**config.mk**
```make
export PLATFORM = sky130hd
export DESIGN_NAME = wptr_full_flat
export DESIGN_NICKNAME = d
export VERILOG_FILES = /design/src/rtl/wptr_full_if.sv /design/src/rtl/wptr_full.sv /design/src/flat_wrapper.sv
export SDC_FILE = /design/constraint.sdc
export NUM_CORES = 1
export LEC_CHECK = 0
export CORE_AREA = 2 2 52 54
export CTS_CLUSTER_SIZE = 14
export DETAILED_ROUTE_END_ITERATION = 6
export DIE_AREA = 0 0 54 56
export PLACE_DENSITY = 0.7
export SYNTH_ARGS = -nofsm -noshare
export SYNTH_HDL_FRONTEND = slang
export SYNTH_SLANG_ARGS = --single-unit
```
**constraint.sdc**
```tcl
create_clock -name wclk -period 2.7 [get_ports wclk]
set_input_delay 0.27 -clock wclk [delete_from_list [all_inputs] [get_ports wclk]]
set_output_delay 0.27 -clock wclk [all_outputs]
set_load 0.005 [all_outputs]
```
**src/rtl/wptr_full_if.sv**
```systemverilog
// Write-side client/FIFO bundle for wptr_full: request, synchronised read
// pointer and overflow clear in; address, Gray pointer and status flags out.
interface wptr_full_if #(
  parameter int ADDRSIZE = 4
);
  logic                winc;
  logic [ADDRSIZE:0]   wq2_rptr;
  logic                wovf_clr;
  logic [ADDRSIZE-1:0] waddr;
  logic [ADDRSIZE:0]   wptr;
  logic                wfull;
  logic                walmost_full;
  logic [ADDRSIZE:0]   wlevel;
  logic                woverflow;

  // Write-side client plus read-domain synchroniser side.
  modport master (
    output winc, wq2_rptr, wovf_clr,
    input  waddr, wptr, wfull, walmost_full, wlevel, woverflow
  );

  // The pointer/flag generator itself.
  modport slave (
    input  winc, wq2_rptr, wovf_clr,
    output waddr, wptr, wfull, walmost_full, wlevel, woverflow
  );
endinterface

```
**src/rtl/wptr_full.sv**
```systemverilog
// Async FIFO write-side pointer and flag generator (write clock domain only).
// Keeps a binary write count and its Gray image, compares against the
// synchronised Gray read pointer for full/level, and records overflow.
module wptr_full #(
  parameter int ADDRSIZE     = 4,
  parameter int AFULL_THRESH = 12
) (
  input  logic       wclk,
  input  logic       wrst_n,
  wptr_full_if.slave bus
);
  localparam int PW = ADDRSIZE + 1;
  localparam logic [PW-1:0] THRESH = PW'(AFULL_THRESH);

  logic [PW-1:0] wbin_q, wbin_d;
  logic [PW-1:0] wgray_q, wgray_d;
  logic [PW-1:0] wlevel_q, wlevel_d;
  logic [PW-1:0] rbin;
  logic [PW-1:0] full_cmp;
  logic          wfull_q, wfull_d;
  logic          walmost_q, walmost_d;
  logic          wovf_q, wovf_d;
  logic          inc;

  // Gray-to-binary of the synchronised read pointer: bit i is the XOR of all
  // Gray bits from the MSB down to i.
  always_comb begin
    rbin = '0;
    for (int i = 0; i < PW; i++) begin
      rbin[i] = ^(bus.wq2_rptr >> i);
    end
  end

  // Next-state for pointers, full, level and overflow.
  always_comb begin
    inc       = bus.winc & ~wfull_q;
    wbin_d    = wbin_q + PW'(inc);
    wgray_d   = (wbin_d >> 1) ^ wbin_d;
    // Full when the write pointer is one whole lap ahead of the read pointer;
    // in Gray form that is the read pointer with its top two bits inverted.
    full_cmp  = {~bus.wq2_rptr[ADDRSIZE:ADDRSIZE-1], bus.wq2_rptr[ADDRSIZE-2:0]};
    wfull_d   = (wgray_d == full_cmp);
    wlevel_d  = wbin_d - rbin;
    walmost_d = (wlevel_d >= THRESH);
    if (bus.winc & wfull_q)  wovf_d = 1'b1;
    else if (bus.wovf_clr)   wovf_d = 1'b0;
    else                     wovf_d = wovf_q;
  end

  // State registers; reset clears every output immediately.
  always_ff @(posedge wclk or negedge wrst_n) begin
    if (!wrst_n) begin
      wbin_q    <= '0;
      wgray_q   <= '0;
      wlevel_q  <= '0;
      wfull_q   <= 1'b0;
      walmost_q <= 1'b0;
      wovf_q    <= 1'b0;
    end else begin
      wbin_q    <= wbin_d;
      wgray_q   <= wgray_d;
      wlevel_q  <= wlevel_d;
      wfull_q   <= wfull_d;
      walmost_q <= walmost_d;
      wovf_q    <= wovf_d;
    end
  end

  assign bus.waddr        = wbin_q[ADDRSIZE-1:0];
  assign bus.wptr         = wgray_q;
  assign bus.wfull        = wfull_q;
  assign bus.walmost_full = walmost_q;
  assign bus.wlevel       = wlevel_q;
  assign bus.woverflow    = wovf_q;
endmodule

```
**src/flat_wrapper.sv**
```systemverilog
// flat-port wrapper written by rule: the top's interface ports become plain ports
module wptr_full_flat 
#(
  parameter int ADDRSIZE     = 4,
  parameter int AFULL_THRESH = 12
)
  (wclk, wrst_n, bus_winc, bus_wq2_rptr, bus_wovf_clr, bus_waddr, bus_wptr, bus_wfull, bus_walmost_full, bus_wlevel, bus_woverflow);
  wptr_full_if #(.ADDRSIZE(ADDRSIZE)) bus_i ();
  input  logic wclk;
  input  logic wrst_n;
  input wire logic [$bits(bus_i.winc)-1:0] bus_winc;
  input wire logic [$bits(bus_i.wq2_rptr)-1:0] bus_wq2_rptr;
  input wire logic [$bits(bus_i.wovf_clr)-1:0] bus_wovf_clr;
  output wire logic [$bits(bus_i.waddr)-1:0] bus_waddr;
  output wire logic [$bits(bus_i.wptr)-1:0] bus_wptr;
  output wire logic [$bits(bus_i.wfull)-1:0] bus_wfull;
  output wire logic [$bits(bus_i.walmost_full)-1:0] bus_walmost_full;
  output wire logic [$bits(bus_i.wlevel)-1:0] bus_wlevel;
  output wire logic [$bits(bus_i.woverflow)-1:0] bus_woverflow;
  assign bus_i.winc = bus_winc;
  assign bus_i.wq2_rptr = bus_wq2_rptr;
  assign bus_i.wovf_clr = bus_wovf_clr;
  assign bus_waddr = bus_i.waddr;
  assign bus_wptr = bus_i.wptr;
  assign bus_wfull = bus_i.wfull;
  assign bus_walmost_full = bus_i.walmost_full;
  assign bus_wlevel = bus_i.wlevel;
  assign bus_woverflow = bus_i.woverflow;
  wptr_full #(.ADDRSIZE(ADDRSIZE), .AFULL_THRESH(AFULL_THRESH)) u_core (.wclk(wclk), .wrst_n(wrst_n), .bus(bus_i));
endmodule
```
==> results of run 1 <==
-- logic make-up after synthesis --
family                   after synthesis
adder cells (fa/ha/maj)                8
AND/OR/NAND/NOR                       18
buffers and inverters                  8
XOR/XNOR                              22
flip-flops                            17
multiplexers                           1
AO/OA/AOI/OAI                          8
-- state kept, by name (all words and copies together), names as in the netlist --
name and count:
u_core.bus.woverflow 1, u_core.bus.wlevel 5, u_core.bus.walmost_full 1, u_core.bus.wfull 1, u_core.wbin_q 5, u_core.bus.wptr 4
-- worst max-delay path by stage --
stage	start	end	slack [ns]	depth (start not counted)
after floorplan	u_core.bus.wfull	u_core.bus.walmost_full	0.09	9
after global placement	bus_wq2_rptr[4]	u_core.bus.walmost_full	-0.15	11
after detailed placement	bus_wq2_rptr[4]	u_core.bus.walmost_full	-0.18	11
after CTS	bus_wq2_rptr[4]	u_core.bus.walmost_full	0.12	11
after global routing	bus_wq2_rptr[4]	u_core.bus.walmost_full	0.02	11
final	bus_winc	u_core.bus.walmost_full	0.16	10
-- metal layers --
metal,share of wire,vias to the layer above
met3,0.049,5
li1,-,372
met4,0.031,0
met5,0,-
met2,0.49,17
met1,0.42,334
-- final cells by class --
cell class | count | area share
Clock inverter | 1 | 0.00342
Timing Repair Buffer | 47 | 0.285
Multi-Input combinational cell | 57 | 0.364
Clock buffer | 3 | 0.0154
Tap cell | 30 | 0.0256
Sequential cell | 17 | 0.291
Inverter | 6 | 0.0154
-- synth_stat cells (all sizes together), types with 2 or more instances --
master,count
nor2,2
xor2,10
nand2,2
nand3,2
nand2b,2
nor3,6
dfrtp,17
a21oi,2
inv,6
xnor2,11
ha,6
maj3,2
o21ai,2
-- critical path, stage by stage --
cell	delay [ns]
clkdlybuf4s50_1	0.41
nor2b_1	0.13
ha_1	0.19
ha_1	0.33
xor2_2	0.20
ha_1	0.22
and2_1	0.19
a31oi_4	0.16
mux2i_1	0.09
or4_1	0.51
-- metrics by stage --
| stage | hold WS [ns] | setup TNS (ns) | total power (uW) | area [um2] | cells |
|---|---|---|---|---|---|
| 3_5_place_dp | 0.513 | -0.177 | 1900 | 1420 | 156 |
| 2_1_floorplan | -0.0256 | 0 | 1260 | 982 | 82 |
| 6_report | 0.412 | 0 | 2030 | 1460 | 161 |
| 5_1_grt | 0.475 | 0 | 2230 | 1460 | 161 |
| 3_3_place_gp | 0.502 | -0.147 | 1870 | 1420 | 156 |
| 4_1_cts | 0.446 | 0 | 2050 | 1450 | 160 |
-- what timing repair did --
item,in CTS,in global routing
buffers inserted,0,1
gates resized for setup,0,2
setup endpoints to repair,0,1
-- cell usage in the layout, fill, tap and decap left out --
master / netlist / layout
a21o_1: 1 / 1
a21oi_1: 2 / 2
a221o_1: 1 / 1
a31oi_4: 1 / 1
and2_1: 1 / 1
and3_1: 1 / 1
buf_4: 0 / 22
clkbuf_4: 0 / 3
clkdlybuf4s50_1: 0 / 24
clkinv_2: 0 / 1
dfrtp_1: 17 / 17
dlymetal6s2s_1: 0 / 1
ha_1: 6 / 6
inv_1: 6 / 6
maj3_1: 2 / 2
mux2i_1: 1 / 1
nand2_1: 2 / 2
nand2b_1: 2 / 2
nand3_1: 2 / 2
nor2_1: 2 / 2
nor2b_1: 1 / 1
nor3_1: 6 / 6
o21ai_0: 2 / 2
o2bb2ai_1: 1 / 1
or4_1: 1 / 1
xnor2_1: 8 / 8
xnor2_2: 1 / 1
xnor2_4: 2 / 2
xnor3_1: 1 / 1
xor2_1: 9 / 8
xor2_2: 1 / 2
-- power groups by stage --
stage | Combinational, uW | Clock, uW | Sequential (uW)
2_1_floorplan | 783 | 0 | 476
3_3_place_gp | 1410 | 0 | 463
3_5_place_dp | 1440 | 0 | 464
4_1_cts | 1450 | 144 | 459
5_1_grt | 1600 | 154 | 474
6_report | 1430 | 136 | 459
==> results.md, run 1 <==
- Status: completed
- Mapped Nets: 97
- Clk_lat worst skew: 0.29 ns
- Adder-Cell Fraction of Synth Area: 0.0968
- Core Region: between 2000 and 2500 um2
- Total track usage: 0.153
- Post-layout util: 0.602
- Xor/xnor share of the synthesized area: 0.264
- Synth unique cells: 28
- GR Util met1: 0.199
- CTS Buffer Depth: 2
- GRT busiest layer: met2
- Layout cells sized above 1: 0.244
- Min Tclk post-route: 2.54 ns
- Gate power share: 0.706
- Clk_skew: between 0.0015 and 0.002 ns
- Critical path peak fanout: 3
- RR Startpoint: u_core.bus.wfull
- Placer congestion estimate: 0.819
- Top cell type's share of synthesized area: 0.433
- Nets: 147
- Post-synth EDFFs: 0
- P_sw: 741 uW
- Post-route setup slack: 0.162 ns
- Sw frac: 0.366
- Placement Setup Slack: -0.177 ns
- Required time of the worst setup path: 2.87 ns
- Clk pin slew, worst setup/hold paths: 0.10 ns
- Remaining DRCs: 0
- Crit start category: primary input
- Number of synthesis warnings: 0
- Worst endpoint data arrival time: 2.71 ns
- Die W: about 54 um
- Area occupied by multi-input gates: 533 um2
- Vert. Die Dim: between 50 and 60 um
- Avg WL per Cell: 11.8 um
- Ports: 26
- Slew margin rel.: 0.496
- Ant. Diodes: 0
- Worst hold path type: in2async
- Async set-reset flop share out of synthesis: 1.00
- CTS tree: done
- Num CTS Buffers: 3
- Nature of the critical path endpoint: flop
- Sequential share of the synthesized area: 0.433
- Seq cells post-synth: 17
- Synthesized area: 982 um2
- Clock root buffer: clkbuf_4
- Mux contribution to synthesized area: 0.0102
- Seq pwr share: 0.226
- Leakage: 0.000675 uW
- Port Buffers: 25
- ANT nets after route: 0
- Initial antenna violation count: 0
- Met3 usage: 0.0296
- DR vias/cell: 4.52
- Htree depth: 1
- RSZ-0062 raised after global routing: false
- Final count of pins violating max slew: 0
- Slew @ Worst Pin: 0.754 ns
- DR vias: approximately 730
- M2 GR Usage: 0.230
- Largest net degree at the start of global routing: 18
- Syn Area/Cell: between 10 and 15 um2
- First-pass GRT wire length: 3.35 mm
- Grt ovf: 0
- Main combinational cell family by area after synthesis: XOR/XNOR gates
- Synth Area in Compound Gates: 0.0688
- Area contributors post-synth: dfrtp_1 (43%), xor2_1 (8.0%), ha_1 (7.6%)
- Final setup violation count: 0
- Die area: 3020 um2
- Fillers: between 200 and 250
- Simple-Gate Fraction of Synth Area: 0.0955
- Post-DP HPWL: 1.53 mm
- Drt pass-1 iters: 2
- Hold-fix buffer count after cts: 0
- Placement row count: 18
- Clock power frac: 0.067
- Max IR drop VDD: approximately 0.8 mV
- Register Area: 425 um2
- Critical path class: in2reg
- Vias in the first global route: 767
- Area Overhead vs Synth: 49.0%
- Fmax: between 0.3 and 0.4 GHz
- Cells after Synth: a little over 80
- Final hold violation count: 0
- FF-to-FF setup slack: 0.24 ns
- # Max-Cap Violations: 0
- Dominant synthesized flop cell: dfrtp_1
- 1st-iter DRT viols: 8
- Initial Util: 0.404
- Internal power: approximately 1300 uW
- Worst r2r path cells: 9
- PD cells: 1380 nW/um2
- Final wirelength: about 1.9 mm
- Leading area contributor after synthesis: dfrtp_1
- Tcrit/Tclk final: 0.940
- CTS sink cnt: 17
- Worst reg2reg endpoint: u_core.bus.walmost_full
Power figures use the tool's default switching activity.
==> run 2: changes to the inputs <==
Settings changed: CORE_AREA 2 2 52 54 to 5 5 55 57, DIE_AREA 0 0 54 56 to 0 0 60 62, PLACE_DENSITY 0.7 to unset, PLACE_DENSITY_LB_ADDON set to 0.2.
==> run 2 against run 1 <==
First-iteration DRC count is 63% higher; sequential cell count did not move; count of clock-buffer cells in the layout unchanged.
==> results.md, run 2 (synthesis results as in run 1) <==
- Status: completed (unchanged)
- Final hold slack: 0.415 ns (was 0.412 ns)
- Vert. Die Dim: 62 um (was 56 um)
- Num CTS Buffers: 3 (unchanged)
- Clk_skew: 0.000710 ns (was 0.00189 ns)
- PD cells: 1400 nW/um2 (was 1380 nW/um2)
- Drt pass-1 iters: 2 (unchanged)
- Critical path class: in2reg (unchanged)
- Clk_lat worst skew: 0.28 ns (was 0.29 ns)
- Critical path's largest stage delay: 0.52 ns (was 0.51 ns)
- Initial antenna violation count: 0 (unchanged)
- CTS Buffer Depth: 2 (unchanged)
- Remaining DRCs: 0 (unchanged)
- Clock root buffer: clkbuf_4 (unchanged)
- Cells after DPL: 157 (was 156)
- Nature of the critical path endpoint: flop (unchanged)
- Clk pin slew, worst setup/hold paths: 0.11 ns (was 0.10 ns)
- Core Region: 2430 um2 (unchanged)
- Ports: 26 (unchanged)
- Die area: 3720 um2 (was 3020 um2)
- Nets: 147 (unchanged)
- Max IR drop VDD: 0.805 mV (was 0.784 mV)
- DR vias: 740 (was 728)
- Leakage: 0.000679 uW (was 0.000675 uW)
- Worst endpoint data arrival time: 2.77 ns (was 2.71 ns)
- Largest net degree at the start of global routing: 18 (unchanged)
- Buf/Inv on CP: 1 (unchanged)
- Port Buffers: 25 (unchanged)
- # Max-Cap Violations: 0 (unchanged)
- Total track usage: 0.121 (was 0.153)
- Area after DPL: 1430 um2 (was 1420 um2)
- 1st-iter DRT viols: 13 (was 8)
- Most common cell after layout, fill and taps aside: clkdlybuf4s50_1 (unchanged)
- Grt ovf: 0 (unchanged)
- Area Overhead vs Synth: 48.8% (was 49.0%)
- Min Tclk post-route: 2.60 ns (was 2.54 ns)
- Slew @ Worst Pin: 0.749 ns (was 0.754 ns)
- Vias in the first global route: 783 (was 767)
- Placer congestion estimate: 0.844 (was 0.819)
- Die W: 60 um (was 54 um)
- CTS sink cnt: 17 (unchanged)
- ANT nets after route: 0 (unchanged)
- Hold-fix buffer count after cts: 0 (unchanged)
- Final count of pins violating max slew: 0 (unchanged)
- CP max-delay cell: or4_1 (unchanged)
- Crit path cell chain: clkdlybuf4s50_1 -> nor2b_1 -> ha_1 -> ha_1 -> xor2_2 -> ha_1 -> and2_1 -> a31oi_4 -> mux2i_1 -> or4_1 (unchanged)
- Ant. Diodes: 0 (unchanged)
- Non-Filler Instances: 161 (unchanged)
- Critical path peak fanout: 3 (unchanged)
- Htree depth: 1 (unchanged)
- Tcrit/Tclk final: 0.964 (was 0.940)
- Final hold violation count: 0 (unchanged)
- Cell count along the critical path: 10 (unchanged)
- Required time of the worst setup path: 2.87 ns (about the same)
- Avg WL per Cell: 11.6 um (was 11.8 um)
- Most frequent cells in the layout: clkdlybuf4s50_1 (23), buf_4 (22), dfrtp_1 (17) (was clkdlybuf4s50_1 (24), buf_4 (22), dfrtp_1 (17))
- Worst r2r path cells: 9 (unchanged)
- Placement row count: 18 (unchanged)
- Post-DP HPWL: 1.50 mm (was 1.53 mm)
- CTS tree: done (unchanged)
- Layout cells sized above 1: 0.237 (was 0.244)
- Worst hold path type: in2async (unchanged)
- Initial Util: 0.404 (unchanged)
- DR vias/cell: 4.60 (was 4.52)
- Final wirelength: 1.87 mm (was 1.90 mm)
- Slew margin rel.: 0.499 (was 0.496)
- CP most frequent cell: ha_1 (unchanged)
- Fmax: 0.384 GHz (was 0.394 GHz)
- RSZ-0062 raised after global routing: false (unchanged)
- First-pass GRT wire length: 3.32 mm (was 3.35 mm)
- Crit start category: primary input (unchanged)
- CP top delay family: simple AND/OR/NAND/NOR gates (unchanged)
- Final Instance Area: 1460 um2 (about the same)
- Final setup violation count: 0 (unchanged)
## run 2: changes by cell type in the layout (fill, tap and decap cells not counted), sizes merged
| cell | previous run | this run |
|---|---|---|
| clkdlybuf4s50 | 24 | 23 |
| clkinv | 1 | 0 |
| clkinvlp | 0 | 1 |
| dlymetal6s2s | 1 | 2 |
## run 2: final cells by class
| class | count | area, um2 |
|---|---|---|
| Multi-Input combinational cell | 57 | 526 |
| Sequential cell | 17 | 425 |
| Tap cell | 30 | 37.5 |
| Fill cell | 223 | 971 |
| Inverter | 6 | 22.5 |
| Timing Repair Buffer | 47 | 420 |
| Clock inverter | 1 | 7.51 |
| Clock buffer | 3 | 22.5 |
## run 2: worst paths after layout
path,slack [ns],endpoint,start
min reg2reg,0.52,u_core.bus.woverflow,u_core.bus.wfull
min in group wclk,0.52,u_core.bus.woverflow,u_core.bus.wfull
max in group asynchronous,1.82,u_core.bus.wlevel[0],wrst_n
max,0.1,u_core.bus.walmost_full,bus_winc
min,0.41,u_core.bus.woverflow,wrst_n
max reg2reg,0.17,u_core.bus.walmost_full,u_core.bus.wfull
## run 2: through the flow
| stage | setup slack [ns] | TNS [ns] | total power, uW | util |
|---|---|---|---|---|
| after floorplan | 0.0893 | 0 | 1260 | - |
| after global placement | -0.154 | -0.154 | 1910 | 0.586 |
| after detailed placement | -0.215 | -0.215 | 1920 | 0.586 |
| after CTS | 0.0953 | 0 | 2080 | 0.599 |
| after global routing | 0.00547 | 0 | 2250 | 0.601 |
| final | 0.0985 | 0 | 2050 | 0.601 |
## run 2: layer usage
| layer | GRT usage | vias to the layer above | part of all wire |
|---|---|---|---|
| met5 | 0 | - | 0 |
| met4 | 0.0506 | 0 | 0.0091 |
| met3 | 0.0331 | 2 | 0.078 |
| met2 | 0.194 | 19 | 0.49 |
| met1 | 0.153 | 347 | 0.42 |
| li1 | - | 372 | - |
## run 2: power by group
group	switching (uW)	total [uW]	internal, uW
Sequential	58.1	455	397
Clock	84.5	141	56.1
Combinational	608	1450	845
Total	750	2050	1300
## run 2: timing repair
action                                  4_1_cts  5_1_grt
endpoints found under the setup margin        0        1
gates resized for setup                       0        2
buffers inserted                              0        0
hold endpoints to repair                      0        0
==> run 3: changes to the inputs <==
Settings changed: ABC_CLOCK_PERIOD_IN_PS set to 2700.
==> results of run 3 <==
Same layout as run 2: the final DEF is identical, and so are final timing and power.
